--- src/rtl/video_pattern_gen.sv ---
// Multi-mode animated video test pattern generator: timing coordinates in,
// RGB out through a fixed two-stage pipeline, mode and scroll latched per frame.
module video_pattern_gen #(
  parameter int COLOR_BITS  = 4,
  parameter int BAND_HEIGHT = 100,
  parameter int BAR_WIDTH   = 128,
  parameter int CHECK_SHIFT = 5,
  parameter int SCROLL_STEP = 1
) (
  input  logic                  clk,
  input  logic                  reset,
  input  logic [15:0]           x,
  input  logic [15:0]           y,
  input  logic                  visible,
  input  logic                  frame_start,
  input  logic [1:0]            mode_req,
  input  logic                  freeze,
  output logic [COLOR_BITS-1:0] r,
  output logic [COLOR_BITS-1:0] g,
  output logic [COLOR_BITS-1:0] b,
  output logic                  out_visible
);

  localparam logic [COLOR_BITS-1:0] FS   = '1;
  localparam logic [15:0]           STEP = 16'(SCROLL_STEP);

  logic [1:0]  active_mode;
  logic [15:0] scroll;
  logic [1:0]  eff_mode;
  logic [15:0] eff_scroll;

  logic [15:0] s1_x;
  logic [15:0] s1_y;
  logic        s1_vis;
  logic [1:0]  s1_mode;
  logic [15:0] s1_xs;

  // Mode and scroll take effect on the frame_start pixel itself.
  always_comb begin
    eff_mode   = active_mode;
    eff_scroll = scroll;
    if (frame_start) begin
      eff_mode   = mode_req;
      eff_scroll = freeze ? scroll : scroll + STEP;
    end
  end

  always_ff @(posedge clk) begin
    if (reset) begin
      active_mode <= 2'd0;
      scroll      <= 16'd0;
      s1_x        <= 16'd0;
      s1_y        <= 16'd0;
      s1_vis      <= 1'b0;
      s1_mode     <= 2'd0;
      s1_xs       <= 16'd0;
    end else begin
      active_mode <= eff_mode;
      scroll      <= eff_scroll;
      s1_x        <= x;
      s1_y        <= y;
      s1_vis      <= visible;
      s1_mode     <= eff_mode;
      s1_xs       <= x + eff_scroll;
    end
  end

  logic [COLOR_BITS-1:0] ramp;
  logic [COLOR_BITS-1:0] fine;
  logic [COLOR_BITS-1:0] grey;
  logic [1:0]            quad;
  logic [31:0]           x32;
  logic [31:0]           y32;
  logic [2:0]            band;
  logic [2:0]            bar;

  assign ramp = s1_x[COLOR_BITS+1:2];
  assign fine = s1_x[COLOR_BITS-1:0];
  assign grey = s1_xs[COLOR_BITS+1:2];
  assign quad = s1_x[COLOR_BITS+3:COLOR_BITS+2];
  assign x32  = {16'd0, s1_x};
  assign y32  = {16'd0, s1_y};

  // Threshold chains instead of dividers; scanning downward leaves the lowest hit.
  always_comb begin
    band = 3'd7;
    bar  = 3'd7;
    for (int i = 7; i >= 1; i--) begin
      if (y32 < 32'(i * BAND_HEIGHT)) band = 3'(i - 1);
      if (x32 < 32'(i * BAR_WIDTH))   bar  = 3'(i - 1);
    end
  end

  logic [COLOR_BITS-1:0] cr;
  logic [COLOR_BITS-1:0] cg;
  logic [COLOR_BITS-1:0] cb;
  logic [2:0]            mask;

  always_comb begin
    cr   = '0;
    cg   = '0;
    cb   = '0;
    mask = 3'b000;
    case (s1_mode)
      2'd0: begin
        case (band)
          3'd0:    mask = 3'b100;
          3'd1:    mask = 3'b010;
          3'd2:    mask = 3'b001;
          3'd3:    mask = 3'b110;
          3'd4:    mask = 3'b101;
          3'd5:    mask = 3'b011;
          3'd6:    mask = 3'b111;
          default: mask = 3'b000;
        endcase
        if (band == 3'd7) begin
          cr = (quad == 2'd0 || quad == 2'd3) ? fine : '0;
          cg = (quad == 2'd1 || quad == 2'd3) ? fine : '0;
          cb = (quad == 2'd2 || quad == 2'd3) ? fine : '0;
        end else begin
          cr = mask[2] ? ramp : '0;
          cg = mask[1] ? ramp : '0;
          cb = mask[0] ? ramp : '0;
        end
      end
      2'd1: begin
        case (bar)
          3'd0:    mask = 3'b111;
          3'd1:    mask = 3'b110;
          3'd2:    mask = 3'b011;
          3'd3:    mask = 3'b010;
          3'd4:    mask = 3'b101;
          3'd5:    mask = 3'b100;
          3'd6:    mask = 3'b001;
          default: mask = 3'b000;
        endcase
        cr = mask[2] ? FS : '0;
        cg = mask[1] ? FS : '0;
        cb = mask[0] ? FS : '0;
      end
      2'd2: begin
        if (s1_xs[CHECK_SHIFT] ^ s1_y[CHECK_SHIFT]) begin
          cr = FS;
          cg = FS;
          cb = FS;
        end
      end
      default: begin
        cr = grey;
        cg = grey;
        cb = grey;
      end
    endcase
    if (!s1_vis) begin
      cr = '0;
      cg = '0;
      cb = '0;
    end
  end

  always_ff @(posedge clk) begin
    if (reset) begin
      r           <= '0;
      g           <= '0;
      b           <= '0;
      out_visible <= 1'b0;
    end else begin
      r           <= cr;
      g           <= cg;
      b           <= cb;
      out_visible <= s1_vis;
    end
  end

endmodule

--- config.mk ---
export PLATFORM = sky130hd
export DESIGN_NAME = video_pattern_gen
export DESIGN_NICKNAME = d
export VERILOG_FILES = /design/src/rtl/video_pattern_gen.sv
export SDC_FILE = /design/constraint.sdc
export NUM_CORES = 1
export LEC_CHECK = 0
export ABC_AREA = 1
export ABC_CLOCK_PERIOD_IN_PS = 5400
export CAP_MARGIN = 30
export CORE_MARGIN = 1.5
export CORE_UTILIZATION = 55
export CTS_CLUSTER_DIAMETER = 120
export DETAILED_ROUTE_END_ITERATION = 10
export PLACE_DENSITY = 0.91
export SYNTH_ARGS = -nofsm -noshare
export SYNTH_HDL_FRONTEND = slang
export SYNTH_SLANG_ARGS = --single-unit
export TNS_END_PERCENT = 20
--- constraint.sdc ---
create_clock -name clk -period 5.4 [get_ports clk]
set_clock_uncertainty 0.05 [all_clocks]
set_input_delay 1.08 -clock clk [delete_from_list [all_inputs] [get_ports clk]]
set_output_delay 1.08 -clock clk [all_outputs]
set_load 0.05 [all_outputs]
==> flow_metrics.py <==
metrics = {
    "floorplan": {
        "floorplan.initialDensity_pct": 57.62,
        "dieArea_mm2": 0.005008,
        "io_pins": 52,
        "die_width_um": 70.77,
        "fp.dieH_um": 70.77,
        "rows": 24,
        "coreArea_mm2": 0.004384,
    },
    "detailed_routing": {
        "drc": 0,
        "dr.pass1.iters": 4,
        "wl_per_cell_um": 10.95,
        "routed_via_density": 4.859,
        "postRouteAntennaNets": 0,
        "num_vias": 2211,
        "totalWireLength_um": 4983,
        "drtIter0Drc": 85,
    },
    "cts": {
        "post_cts_buffers": 0,
        "clkSinkCount": 56,
        "h-tree-depth": 2,
        "clockBufferDepth": 2,
        "clock-root-buffer": "clkbuf_8",
        "clkLatencyLatePin_ps": 310,
        "cts_buffers": 5,
        "cts_resized": 0,
        "cts_hold_buf": 0,
        "path_clk_slew_ps": 100,
        "cts_tree": "built",
    },
    "critical_path": {
        "crit_fanout": 3,
        "worst-path-buf-inv": 5,
        "endpoint_kind": "flop",
        "slowest_delay_ps": 450,
        "worstPathRequired_ps": 5540,
        "cp_common_cell": "nand2_1",
        "cp-start-kind": "input port",
        "cp_top_family": "simple AND/OR/NAND/NOR gates",
        "critPathKind": "input port to flop",
        "crit_chain": "clkdlybuf4s50_1 > inv_1 > nand2_1 > inv_2 > or2_2 > o21ai_0 > inv_1 > ha_1 > nand2_1 > o21ai_1 > nand2_1 > inv_2 > o21a_1 > o21a_1 > nor2_2 > xnor2_1 > nor2_1",
        "slowest_stage": "clkdlybuf4s50_1",
        "arrival_ps": 3380,
    },
    "sta": {
        "finalCritPeriodShare_pct": 59.89,
        "worst_pin_slew_ps": 937.4,
        "period_minus_slack_ps": 3234,
        "slew_headroom_pct": 37.50,
        "setup_tns_ps": 0,
        "rsz0062_at_grt": "false",
        "setup_violations": 0,
        "hold_ws_ps": 530.1,
        "fmax_mhz": 309.2,
        "slew_viol_final": 0,
        "hold_violations": 0,
    },
    "finish": {
        "syn2layout_area_growth_pct": 24.07,
        "layout_commonest_cell": "inv_1",
        "fin_nets": 448,
        "seq_area_mm2": 0.001121,
        "mostFrequentLayoutCells": "71 x inv_1, 56 x dfxtp_1, 55 x nor2_1",
        "n_antenna_cell": 0,
        "stdcell_area_mm2": 0.003134,
        "multi_input_area_mm2": 0.001066,
        "fin_util_pct": 71.49,
        "n_fill_cell": 376,
        "drive_above_1_share_pct": 8.437,
    },
    "pwr": {
        "power.leakage_nw": 1.576,
        "ir_drop_uv": 198.2,
        "p_per_area_mw_per_mm2": 256.8,
    },
    "synthesis": {
        "synth_fp_nets": 400,
        "yosysUniqueCellTypes": 32,
        "avgSynthCellArea_um2": 7.136,
        "ys_ff_latch": 56,
        "synth_cells": 354,
        "ys_seq_area_share_pct": 44.38,
        "yosysWarnings": 0,
        "synth_area_mm2": 0.002526,
    },
    "hold_path": {
        "min_path_type": "flop to flop",
    },
    "placed_design": {
        "gp_congestion": 0.8597,
        "io_buffers": 49,
        "dp_hpwl_um": 4039,
        "place_area_mm2": 0.003043,
    },
    "global_routing": {
        "antenna_found_initial": 0,
        "grtUsageMet2_pct": 39.15,
        "grt_usage_pct": 21.61,
        "grt_pass1_vias": 2185,
        "grt_use_met3_pct": 5.128,
        "met1_usage_pct": 24.26,
        "grt_busiest_layer": "met2",
        "overflow": 0,
        "grt_max_degree": 45,
        "grt_first_pass_wirelength_um": 8735,
    },
    "job": {
        "maxCapViolCount": 0,
    },
    "run_status": {
        "status": "completed",
    },
}
==> worst register-to-register path: stages (launching register included) <==
cell and delay, ps:
dfxtp_1 390, nand2_1 130, inv_2 50, nand3_1 70, nand2_1 80, a21oi_1 730, inv_2 240, o21ai_1 240
inv_1 90, nand3_1 90, nand3_1 80, nand2_1 80, inv_1 40
==> per-layer routing <==
metal	up-vias	part of all wire, %
met5	-	0
met4	0	2.4
met3	14	3.8
met2	53	52
met1	973	41
li1	1171	-
==> synth_stat cells <==
cell	n	area, um^2
nand3_1	30	150.1
xor2_1	3	26.28
nand3_2	1	10.01
nand2_1	49	183.9
nor3_1	6	30.03
clkinv_1	1	3.750
or2_2	2	12.51
buf_2	1	5.000
nor4_2	1	12.51
inv_2	6	22.52
dfxtp_1	56	1121
o211ai_1	2	15.01
o21ai_1	8	40.04
o21ai_2	2	17.52
nand2_2	9	56.30
or2_1	1	6.260
nor2_1	55	206.5
o21ai_0	9	45.04
a21oi_1	13	65.06
o21a_1	2	15.01
a211oi_1	3	22.52
nor2_2	2	12.51
nor2_4	1	11.26
buf_4	1	7.510
nand4_1	1	6.260
or4_1	1	7.510
ha_1	7	87.58
inv_1	71	266.5
a21oi_2	1	8.760
clkbuf_1	6	22.52
xnor2_1	2	17.52
buf_6	1	11.26
==> stage by stage <==
stage           power, W  cells  setup WS (ps)
6_report       0.0008048    455           2166
5_1_grt        0.0008466    455           1991
4_1_cts        0.0008155    455           2176
3_5_place_dp   0.0005871    447           1831
3_3_place_gp   0.0005829    447           1954
2_1_floorplan  0.0005386    354           2501
==> logic make-up (layout without fill, tap and decap cells) <==
| logic type | count (synthesis) | after routing | synth area share [%] |
|---|---|---|---|
| buffers and inverters | 87 | 136 | 13.42 |
| flip-flops | 56 | 56 | 44.38 |
| XOR/XNOR | 5 | 5 | 1.734 |
| AO/OA/AOI/OAI | 40 | 40 | 9.064 |
| AND/OR/NAND/NOR | 159 | 159 | 27.93 |
| adder cells (fa/ha/maj) | 7 | 7 | 3.467 |
==> flip-flops by register name (all words and copies together), names as in the netlist <==
signal	flops
s1_xs	4
s1_x	16
b	4
g	4
s1_vis	1
out_visible	1
scroll	6
s1_y	14
r	4
s1_mode	2
==> area by class of cell <==
type	instances	area share (%)
clock buffer	5	2.196
clock inverter	3	0.7186
inverter	78	9.341
multi-input combinational	211	34.01
sequential	56	35.77
tap	52	2.076
timing repair buffer	50	15.89
==> power by group <==
part	total, W	switching, W	internal (W)
Sequential	0.000444	0.0000115	0.000432
Clock	0.000227	0.000134	0.0000931
Combinational	0.000134	0.0000739	0.0000601
==> worst paths after layout <==
kind | start | endpoint | slack (ps) | depth (start not counted)
max reg2reg | s1_y[5] | b[3] | 2950 | 12
min reg2reg | scroll[4] | scroll[4] | 530 | 2
min | scroll[4] | scroll[4] | 530 | 2
max | freeze | s1_xs[5] | 2170 | 17
(Power assumes the default switching activity.)
